<file path="config.mk">
export PLATFORM = sky130hd
export DESIGN_NAME = cache_flush_sequencer
export DESIGN_NICKNAME = d
export VERILOG_FILES = /design/src/rtl/cache_flush_sequencer.sv
export SDC_FILE = /design/constraint.sdc
export NUM_CORES = 1
export LEC_CHECK = 0
export CAP_MARGIN = 40
export CORE_MARGIN = 8
export CORE_UTILIZATION = 45
export CTS_CLUSTER_SIZE = 16
export DETAILED_ROUTE_END_ITERATION = 12
export GPL_TIMING_DRIVEN = 0
export HOLD_SLACK_MARGIN = 0.1
export PLACE_DENSITY_LB_ADDON = 0.25
export SLEW_MARGIN = 20
export SYNTH_ARGS = -nofsm -noshare
export SYNTH_HDL_FRONTEND = slang
export SYNTH_SLANG_ARGS = --single-unit
</file>
<file path="constraint.sdc">
create_clock -name clk -period 1.6 [get_ports clk]
set_clock_uncertainty 0.05 [all_clocks]
set_input_delay 0.32 -clock clk [delete_from_list [all_inputs] [get_ports clk]]
set_output_delay 0.32 -clock clk [all_outputs]
set_load 0.01 [all_outputs]
</file>
<file path="src/rtl/cache_flush_sequencer.sv">
// Sequences a fence.i flush: DCache writeback/invalidate first, then ICache
// invalidate, with a per-state timeout that aborts to DONE and flags an error.
module cache_flush_sequencer #(
    parameter int TIMEOUT_CYCLES = 1024
) (
    input  logic clk,
    input  logic rst,
    input  logic flushReq,
    output logic flushAck,
    output logic flushBusy,
    output logic dcFlushReq,
    input  logic dcFlushReqAck,
    input  logic dcFlushComplete,
    output logic icFlushReq,
    input  logic icFlushReqAck,
    input  logic icFlushComplete,
    output logic flushComplete,
    output logic flushError
);

    localparam int          CNT_W     = 16;
    localparam logic [15:0] CNT_MAX   = 16'hFFFF;
    localparam logic [15:0] CNT_LIMIT = 16'(TIMEOUT_CYCLES - 1);

    typedef enum logic [2:0] {
        IDLE    = 3'd0,
        DC_REQ  = 3'd1,
        DC_WAIT = 3'd2,
        IC_REQ  = 3'd3,
        IC_WAIT = 3'd4,
        DONE    = 3'd5
    } state_t;

    state_t             state_r;
    state_t             state_s;
    logic [CNT_W-1:0]   cnt_r;
    logic [CNT_W-1:0]   cnt_s;
    logic               err_r;
    logic               err_s;
    logic               timeout_s;
    logic               in_timed_state_s;

    // A stuck cache holds the sequencer at most TIMEOUT_CYCLES in one state.
    assign timeout_s = (cnt_r >= CNT_LIMIT);

    // State, timeout counter and error flag registers.
    always_ff @(posedge clk or negedge rst) begin
        if (!rst) begin
            state_r <= IDLE;
            cnt_r   <= '0;
            err_r   <= 1'b0;
        end else begin
            state_r <= state_s;
            cnt_r   <= cnt_s;
            err_r   <= err_s;
        end
    end

    // Next-state selection; a completion seen in the timeout cycle still wins.
    always_comb begin
        state_s = state_r;
        err_s   = err_r;
        case (state_r)
            IDLE: begin
                if (flushReq) begin
                    state_s = DC_REQ;
                    err_s   = 1'b0;
                end else begin
                    state_s = IDLE;
                end
            end
            DC_REQ: begin
                if (dcFlushComplete) begin
                    state_s = IC_REQ;
                end else if (dcFlushReqAck) begin
                    state_s = DC_WAIT;
                end else if (timeout_s) begin
                    state_s = DONE;
                    err_s   = 1'b1;
                end else begin
                    state_s = DC_REQ;
                end
            end
            DC_WAIT: begin
                if (dcFlushComplete) begin
                    state_s = IC_REQ;
                end else if (timeout_s) begin
                    state_s = DONE;
                    err_s   = 1'b1;
                end else begin
                    state_s = DC_WAIT;
                end
            end
            IC_REQ: begin
                if (icFlushComplete) begin
                    state_s = DONE;
                end else if (icFlushReqAck) begin
                    state_s = IC_WAIT;
                end else if (timeout_s) begin
                    state_s = DONE;
                    err_s   = 1'b1;
                end else begin
                    state_s = IC_REQ;
                end
            end
            IC_WAIT: begin
                if (icFlushComplete) begin
                    state_s = DONE;
                end else if (timeout_s) begin
                    state_s = DONE;
                    err_s   = 1'b1;
                end else begin
                    state_s = IC_WAIT;
                end
            end
            DONE: begin
                state_s = IDLE;
            end
            default: begin
                state_s = IDLE;
                err_s   = 1'b0;
            end
        endcase
    end

    // Only the request and wait states are timed.
    always_comb begin
        case (state_r)
            DC_REQ, DC_WAIT, IC_REQ, IC_WAIT: in_timed_state_s = 1'b1;
            default:                          in_timed_state_s = 1'b0;
        endcase
    end

    // Counter restarts on every transition and saturates instead of wrapping.
    always_comb begin
        cnt_s = cnt_r;
        if (state_s != state_r) begin
            cnt_s = '0;
        end else if (!in_timed_state_s) begin
            cnt_s = '0;
        end else if (cnt_r != CNT_MAX) begin
            cnt_s = cnt_r + 16'd1;
        end else begin
            cnt_s = cnt_r;
        end
    end

    // The accept is gated by rst so the core never sees an ack while reset is held.
    assign flushAck      = rst && (state_r == IDLE) && flushReq;
    assign flushBusy     = (state_r != IDLE);
    assign dcFlushReq    = (state_r == DC_REQ);
    assign icFlushReq    = (state_r == IC_REQ);
    assign flushComplete = (state_r == DONE);
    assign flushError    = err_r && (state_r == DONE);

endmodule
</file>
==> results of run 1 <==
-- final cells by class --
class	count	area, µm²	share of cell area
timing repair buffer	48	412	0.224
buffer	4	40.0	0.0218
inverter	3	11.3	0.00612
tap	30	37.5	0.0204
multi-input combinational	100	798	0.434
clock buffer	4	36.3	0.0197
sequential	20	505	0.275
-- kinds of logic (layout without fill, tap and decap cells) --
kind of cell,after synthesis,count (layout)
other,1,6
multiplexers,2,2
XOR/XNOR,6,6
flip-flops,20,20
adder cells (fa/ha/maj),1,1
buffers and inverters,9,59
AND/OR/NAND/NOR,59,60
AO/OA/AOI/OAI,25,25
-- timing repair --
item                                    in CTS  in global routing
pin swaps                                   16                 15
hold endpoints to repair                     7                  0
cloned                                       1                  0
resized for setup                           58                 31
endpoints found under the setup margin      20                 20
hold buffers                                 2                  0
buffers inserted                            21                 15
-- per-stage QoR --
stage	setup slack, ns	hold WS (ns)
2_1_floorplan	-0.0496	-0.0256
3_3_place_gp	-0.976	0.453
3_5_place_dp	-0.753	0.463
4_1_cts	-0.233	0.494
5_1_grt	-0.296	0.516
6_report	-0.253	0.497
-- power breakdown --
part / switching, mW / internal, mW
Clock: 0.155 / 0.139
Sequential: 0.0499 / 0.563
Combinational: 0.584 / 0.615
-- worst min-delay path, cell delays in order (launching register included) --
cell and delay, ns:
dfrtp_1 0.37, a21oi_2 0.04, a21oi_1 0.10
-- routing by layer --
layer / track usage / up-vias / share of wire
li1: - / 551 / -
met1: 0.182 / 588 / 0.41
met2: 0.267 / 51 / 0.52
met3: 0.0373 / 0 / 0.067
met4: 0.0160 / 0 / 0
met5: 0 / - / 0
-- final timing paths --
check,depth (start not counted),startpoint,end
min,2,err_r,err_r
max reg2reg,6,cnt_r[14],state_r[0]
max,4,state_r[0],flushAck
min in group asynchronous,2,rst,cnt_r[6]
min reg2reg,2,err_r,err_r
max in group asynchronous,3,rst,cnt_r[9]
-- sequential cells by signal (all words and copies together) (netlist names) --
name,cells
cnt_r,16
err_r,1
state_r,3
-- cell usage in the layout (no fill, tap or decap), drive strengths merged, types with 3 or more instances in the layout --
cell / n
nor2: 21
clkdlybuf4s50: 5
nand2b: 5
nand4: 4
clkbuf: 7
conb: 6
o21ai: 6
nand2: 10
dfrtp: 20
buf: 41
nor3: 5
inv: 3
xnor2: 4
nand3: 4
a21oi: 6
==> impl_metrics.env, run 1 <==
export IMPL_outcome="finished with violations"
export IMPL_violations="negative setup slack"
export IMPL_synth_compound_area_share=0.152
export IMPL_postSynth_asyncResetShare=1.00
export IMPL_htreeDepth=1
export IMPL_hp_class="reg -> reg"
export IMPL_viasPerCell=5.69
export IMPL_io_pins=13
export IMPL_ir_drop_v=0.000954
export IMPL_min_period_over_period=1.16
export IMPL_synthAdderAreaFrac=0.0111
export IMPL_critPathLaunchType="register"
export IMPL_cpPeakStageDelay_ns=0.42
export IMPL_critPathKind="reg -> out"
export IMPL_hpwl_um=1790
export IMPL_setup_slack_ns=-0.253
export IMPL_drt_antenna_violating_nets=0
export IMPL_synth_main_ff_cell="dfrtp_1"
export IMPL_cts_root_buffer="clkbuf_4"
export IMPL_grt_antenna_before_repair=0
export IMPL_yosysTopAreaCell="dfrtp_1"
export IMPL_yosysTopAreaCellShare=0.442
export IMPL_clk_latency_ns=0.31
export IMPL_cp_required_ns=1.23
export IMPL_gp_congestion=0.807
export IMPL_nets=188
export IMPL_synth_most_common_cell="nor2_1"
export IMPL_grt_pass1_vias=1103
export IMPL_synth_top_family_by_area="simple AND/OR/NAND/NOR gates"
export IMPL_fin_util=0.757
export IMPL_die_x_um=66.1
export IMPL_wl_per_cell_um=17.4
export IMPL_rows=18
export IMPL_worstPathMaxFanout=10
export IMPL_slew_viol_final=0
export IMPL_die_y_um=66.1
export IMPL_cts_made_buffers=3
export IMPL_syn_cell_area_mm2=0.00113
export IMPL_cp_top_family="simple AND/OR/NAND/NOR gates"
export IMPL_finalSetupViolCount=20
export IMPL_nFillCells=147
export IMPL_dr_pass1_iters=4
export IMPL_clkTransAtPathRegs_ns=0.11
export IMPL_period_needed_ns=1.85
export IMPL_cp_cell_sequence="clkbuf_4 > or3_4 > nor2_1 > buf_2"
export IMPL_avgSynthCellArea_um2=9.20
export IMPL_ys_types=39
export IMPL_crit_path_end_kind="primary output"
export IMPL_io_buffer_count=12
export IMPL_die_area_mm2=0.00437
export IMPL_drive_gt1_frac=0.492
export IMPL_synthMuxAreaShare=0.0177
export IMPL_power_density_mw_per_mm2=1140
export IMPL_tns_ns=-2.82
export IMPL_num_vias=1190
export IMPL_cts_sinks=20
export IMPL_worst_slew_pin_slew_ns=0.598
export IMPL_clockBufferDepth=2
export IMPL_grt_max_degree=14
export IMPL_fmax_ghz=0.540
export IMPL_cp_buffers_inverters=2
export IMPL_cts_tree="done"
export IMPL_yosysSeqAreaShare=0.442
export IMPL_wirelength_um=3630
export IMPL_core_area_mm2=0.00243
export IMPL_track_usage=0.150
export IMPL_synth_cells=123
export IMPL_n_antenna_cell=0
export IMPL_fin_area_mm2=0.00184
export IMPL_grt_pass1_wl_um=5180
export IMPL_area_growth_pct=62.7
export IMPL_synth_edff_count=0
export IMPL_overflow=0
export IMPL_yosysWarnings=0
export IMPL_netlist_top_cells_area="dfrtp_1 44%, nor2_1 7.0%, nor3_2 3.5%, nand2_1 3.3%, xnor2_1 3.1%"
export IMPL_dp_cells=171
export IMPL_synth_simple_area_share=0.291
export IMPL_synth_xor_area_frac=0.0465
export IMPL_rsz0062_at_grt="true"
export IMPL_route_detailed_drc=0
export IMPL_rrSetupSlack_ns=-0.22
export IMPL_finalHoldViolCount=0
export IMPL_final_cells=209
export IMPL_power_mw=2.11
export IMPL_drt_iter0_drc=59
export IMPL_critPathSlowestCell="dfrtp_1"
export IMPL_synth_common_cells="21 x nor2_1, 20 x dfrtp_1, 10 x nand2_1"
export IMPL_ys_ff_latch=20
export IMPL_placed_area_mm2=0.00133
export IMPL_leakagePower_nw=0.819
export IMPL_cp_data_arrival_time_ns=1.48
export IMPL_start_util=0.465
export IMPL_relSlewSlack=0.600
export IMPL_cap_violations=0
Power figures use the tool's default switching activity.
==> run 2, diff against run 1 <==
Settings changed: ABC_AREA set to 1.
==> run 2 against run 1 <==
Against the previous run: the flow still finishes with violations (negative setup slack); count of clock-buffer cells in the layout unchanged; non-clock buffer count down 15; die area down 2.4%; final cell count up 1.4%; area after synthesis down 3.2%; sequential cell count unchanged; combinational power up 38%; clock power about the same; critical path depth up 6; design area down 6.4%; critical path type is now reg -> reg; critical endpoint is now cnt_r[0]; largest power group unchanged; highest routed layer is now met4.
==> impl_metrics.env, run 2 <==
export IMPL_clk_latency_ns=0.31
export IMPL_ys_ff_latch=20
export IMPL_outcome="finished with violations"
export IMPL_area_growth_pct=57.4
export IMPL_dpl_worst_slack_ns=-0.535
export IMPL_start_util=0.459
export IMPL_hp_class="in -> async"
export IMPL_htreeDepth=1
export IMPL_cp_data_arrival_time_ns=1.95
export IMPL_n_antenna_cell=0
export IMPL_critPathKind="reg -> reg"
export IMPL_final_cell_mix="19 x dfrtp_1, 18 x buf_4, 14 x nand2_1, 12 x nor2_1, 10 x inv_1"
export IMPL_critPathLaunchType="register"
export IMPL_cts_made_buffers=3
export IMPL_nets=191
export IMPL_cts_tree="done"
export IMPL_io_pins=13
export IMPL_wirelength_um=3230
export IMPL_clockBufferDepth=2
export IMPL_tns_ns=-1.49
export IMPL_yosysSeqAreaShare=0.457
export IMPL_die_area_mm2=0.00427
export IMPL_rrSetupSlack_ns=-0.16
export IMPL_min_period_over_period=1.10
export IMPL_slew_viol_final=0
export IMPL_route_detailed_drc=0
export IMPL_grt_antenna_before_repair=0
export IMPL_hold_ws_ns=0.518
export IMPL_use_met3=0.0425
export IMPL_die_x_um=65.3
export IMPL_track_usage=0.145
export IMPL_synth_edff_count=0
export IMPL_avgSynthCellArea_um2=8.11
export IMPL_r2r_start="cnt_r[1]"
export IMPL_drive_gt1_frac=0.451
export IMPL_yosysWarnings=0
export IMPL_grt_pass1_vias=1057
export IMPL_synth_cells=135
export IMPL_worstPathMaxFanout=5
export IMPL_clkTransAtPathRegs_ns=0.11
export IMPL_netlist_top_cells_area="dfrtp_1 46%, nand2_1 7.5%, nor2_1 7.5%, nand3_1 5.0%, inv_1 4.5%"
export IMPL_violations="negative setup slack"
export IMPL_layout_commonest_cell="dfrtp_1"
export IMPL_num_vias=1107
export IMPL_fmax_ghz=0.568
export IMPL_seqCellArea_um2=502
export IMPL_die_y_um=65.3
export IMPL_period_needed_ns=1.76
export IMPL_viasPerCell=5.22
export IMPL_overflow=0
export IMPL_largest_reg_flops=16
export IMPL_drt_antenna_violating_nets=0
export IMPL_postSynth_asyncResetShare=1.00
export IMPL_hpwl_um=1780
export IMPL_dr_pass1_iters=4
export IMPL_wl_per_cell_um=15.2
export IMPL_rsz0062_at_grt="true"
export IMPL_rows=18
export IMPL_leakagePower_nw=0.737
export IMPL_finalSetupViolCount=14
export IMPL_cp_required_ns=1.79
export IMPL_top_register="cnt_r"
export IMPL_power_mw=2.58
export IMPL_setup_slack_ns=-0.161
export IMPL_cap_violations=0
export IMPL_cts_root_buffer="clkbuf_4"
export IMPL_r2r_cells=10
export IMPL_nFillCells=179
export IMPL_power_density_mw_per_mm2=1500
export IMPL_grt_max_degree=15
export IMPL_io_buffer_count=12
export IMPL_reg2reg_to="cnt_r[0]"
export IMPL_crit_path_end_kind="register"
export IMPL_multi_input_area_um2=768
export IMPL_top_regs="cnt_r x16, state_r x3, err_r x1"
export IMPL_ir_drop_v=0.00147
export IMPL_synth_main_ff_cell="dfrtp_1"
export IMPL_cts_sinks=20
export IMPL_finalHoldViolCount=0
export IMPL_fin_util=0.722
export IMPL_top_usage_layer="met2"
export IMPL_grt_util_met1=0.169
export IMPL_drt_iter0_drc=67
export IMPL_gp_congestion=0.808
export IMPL_core_area_mm2=0.00239
export IMPL_yosysTopAreaCell="dfrtp_1"
export IMPL_grt_pass1_wl_um=4840
export IMPL_grt_util_met2=0.246
export IMPL_ys_types=27
export IMPL_syn_cell_area_mm2=0.00109
export IMPL_yosysTopAreaCellShare=0.457
export IMPL_synth_common_cells="22 x nand2_1, 22 x nor2_1, 20 x dfrtp_1"
[run 2: cell count changes in the layout (fill, tap and decap cells not counted), sizes merged, moves of 3 or more]
cell,previous run,this run
nor2,21,28
o21ai,6,11
buf,41,29
clkbuf,7,4
a21oi,6,0
nand2b,5,0
nand3,4,14
inv,3,15
nand2,10,26
[run 2: timing repair]
item | CTS | global route
cloned | 1 | 0
setup endpoints to repair | 16 | 17
gates resized for setup | 49 | 36
setup buffers | 17 | 7
hold buffers | 2 | 0
pin swaps | 13 | 26
endpoints found under the hold margin | 6 | 0
[run 2: kinds of logic (layout without fill, tap and decap cells)]
| group | Yosys count | after routing | share of synthesized area |
|---|---|---|---|
| adders and majority gates | 1 | 1 | 0.0114 |
| muxes | 1 | 1 | 0.00914 |
| xor gates and xnor gates | 4 | 4 | 0.0320 |
| AOI/OAI and AO/OA | 16 | 16 | 0.0834 |
| other | 1 | 6 | 0.00343 |
| DFF | 20 | 20 | 0.457 |
| and+or+nand+nor | 77 | 78 | 0.352 |
| buffers and inverters | 15 | 56 | 0.0514 |
[run 2: critical path, stage by stage, from the launching register on]
cell	delay (ns)
dfrtp_1	0.41
ha_2	0.22
nand3_4	0.07
nor2_4	0.05
nand2_2	0.10
nand2_4	0.08
nand2_2	0.08
nand2_2	0.08
a31oi_4	0.27
nand3_4	0.17
nor2_1	0.12
[run 2: cell type report]
| class | count | area share |
|---|---|---|
| inverters | 15 | 0.0327 |
| flip-flops and latches | 20 | 0.291 |
| well taps | 30 | 0.0218 |
| multi-input cells | 106 | 0.446 |
| repair buffers | 37 | 0.187 |
| clock buffers | 4 | 0.0211 |
[run 2: worst max path at each step]
stage | start | endpoint | slack (ns) | cells after the start
5_1_grt | state_r[1] | cnt_r[0] | -0.24 | 11
2_1_floorplan | cnt_r[0] | cnt_r[2] | 0.008 | 10
3_5_place_dp | rst | flushAck | -0.54 | 4
3_3_place_gp | rst | flushAck | -0.98 | 4
6_report | cnt_r[1] | cnt_r[0] | -0.16 | 10
4_1_cts | state_r[1] | flushAck | -0.11 | 6
[run 2: layer usage]
metal  vias up  wire length [µm]
met3         4               132
met1       539              1320
met5         -                 0
met4         0                34
met2        31              1750
li1        533                 -
[run 2: metrics by stage]
| stage | instance area [µm²] | std cells |
|---|---|---|
| floorplan | 1110 | 140 |
| detailed placement | 1290 | 183 |
| global placement | 1270 | 182 |
| CTS | 1550 | 206 |
| finish | 1720 | 212 |
| global route | 1720 | 212 |
[run 2: where the power goes]
group	leakage [nW]	internal [mW]	switching, mW
logic	0.459	0.700	0.952
registers	0.257	0.574	0.0586
clock network	0.0210	0.139	0.158
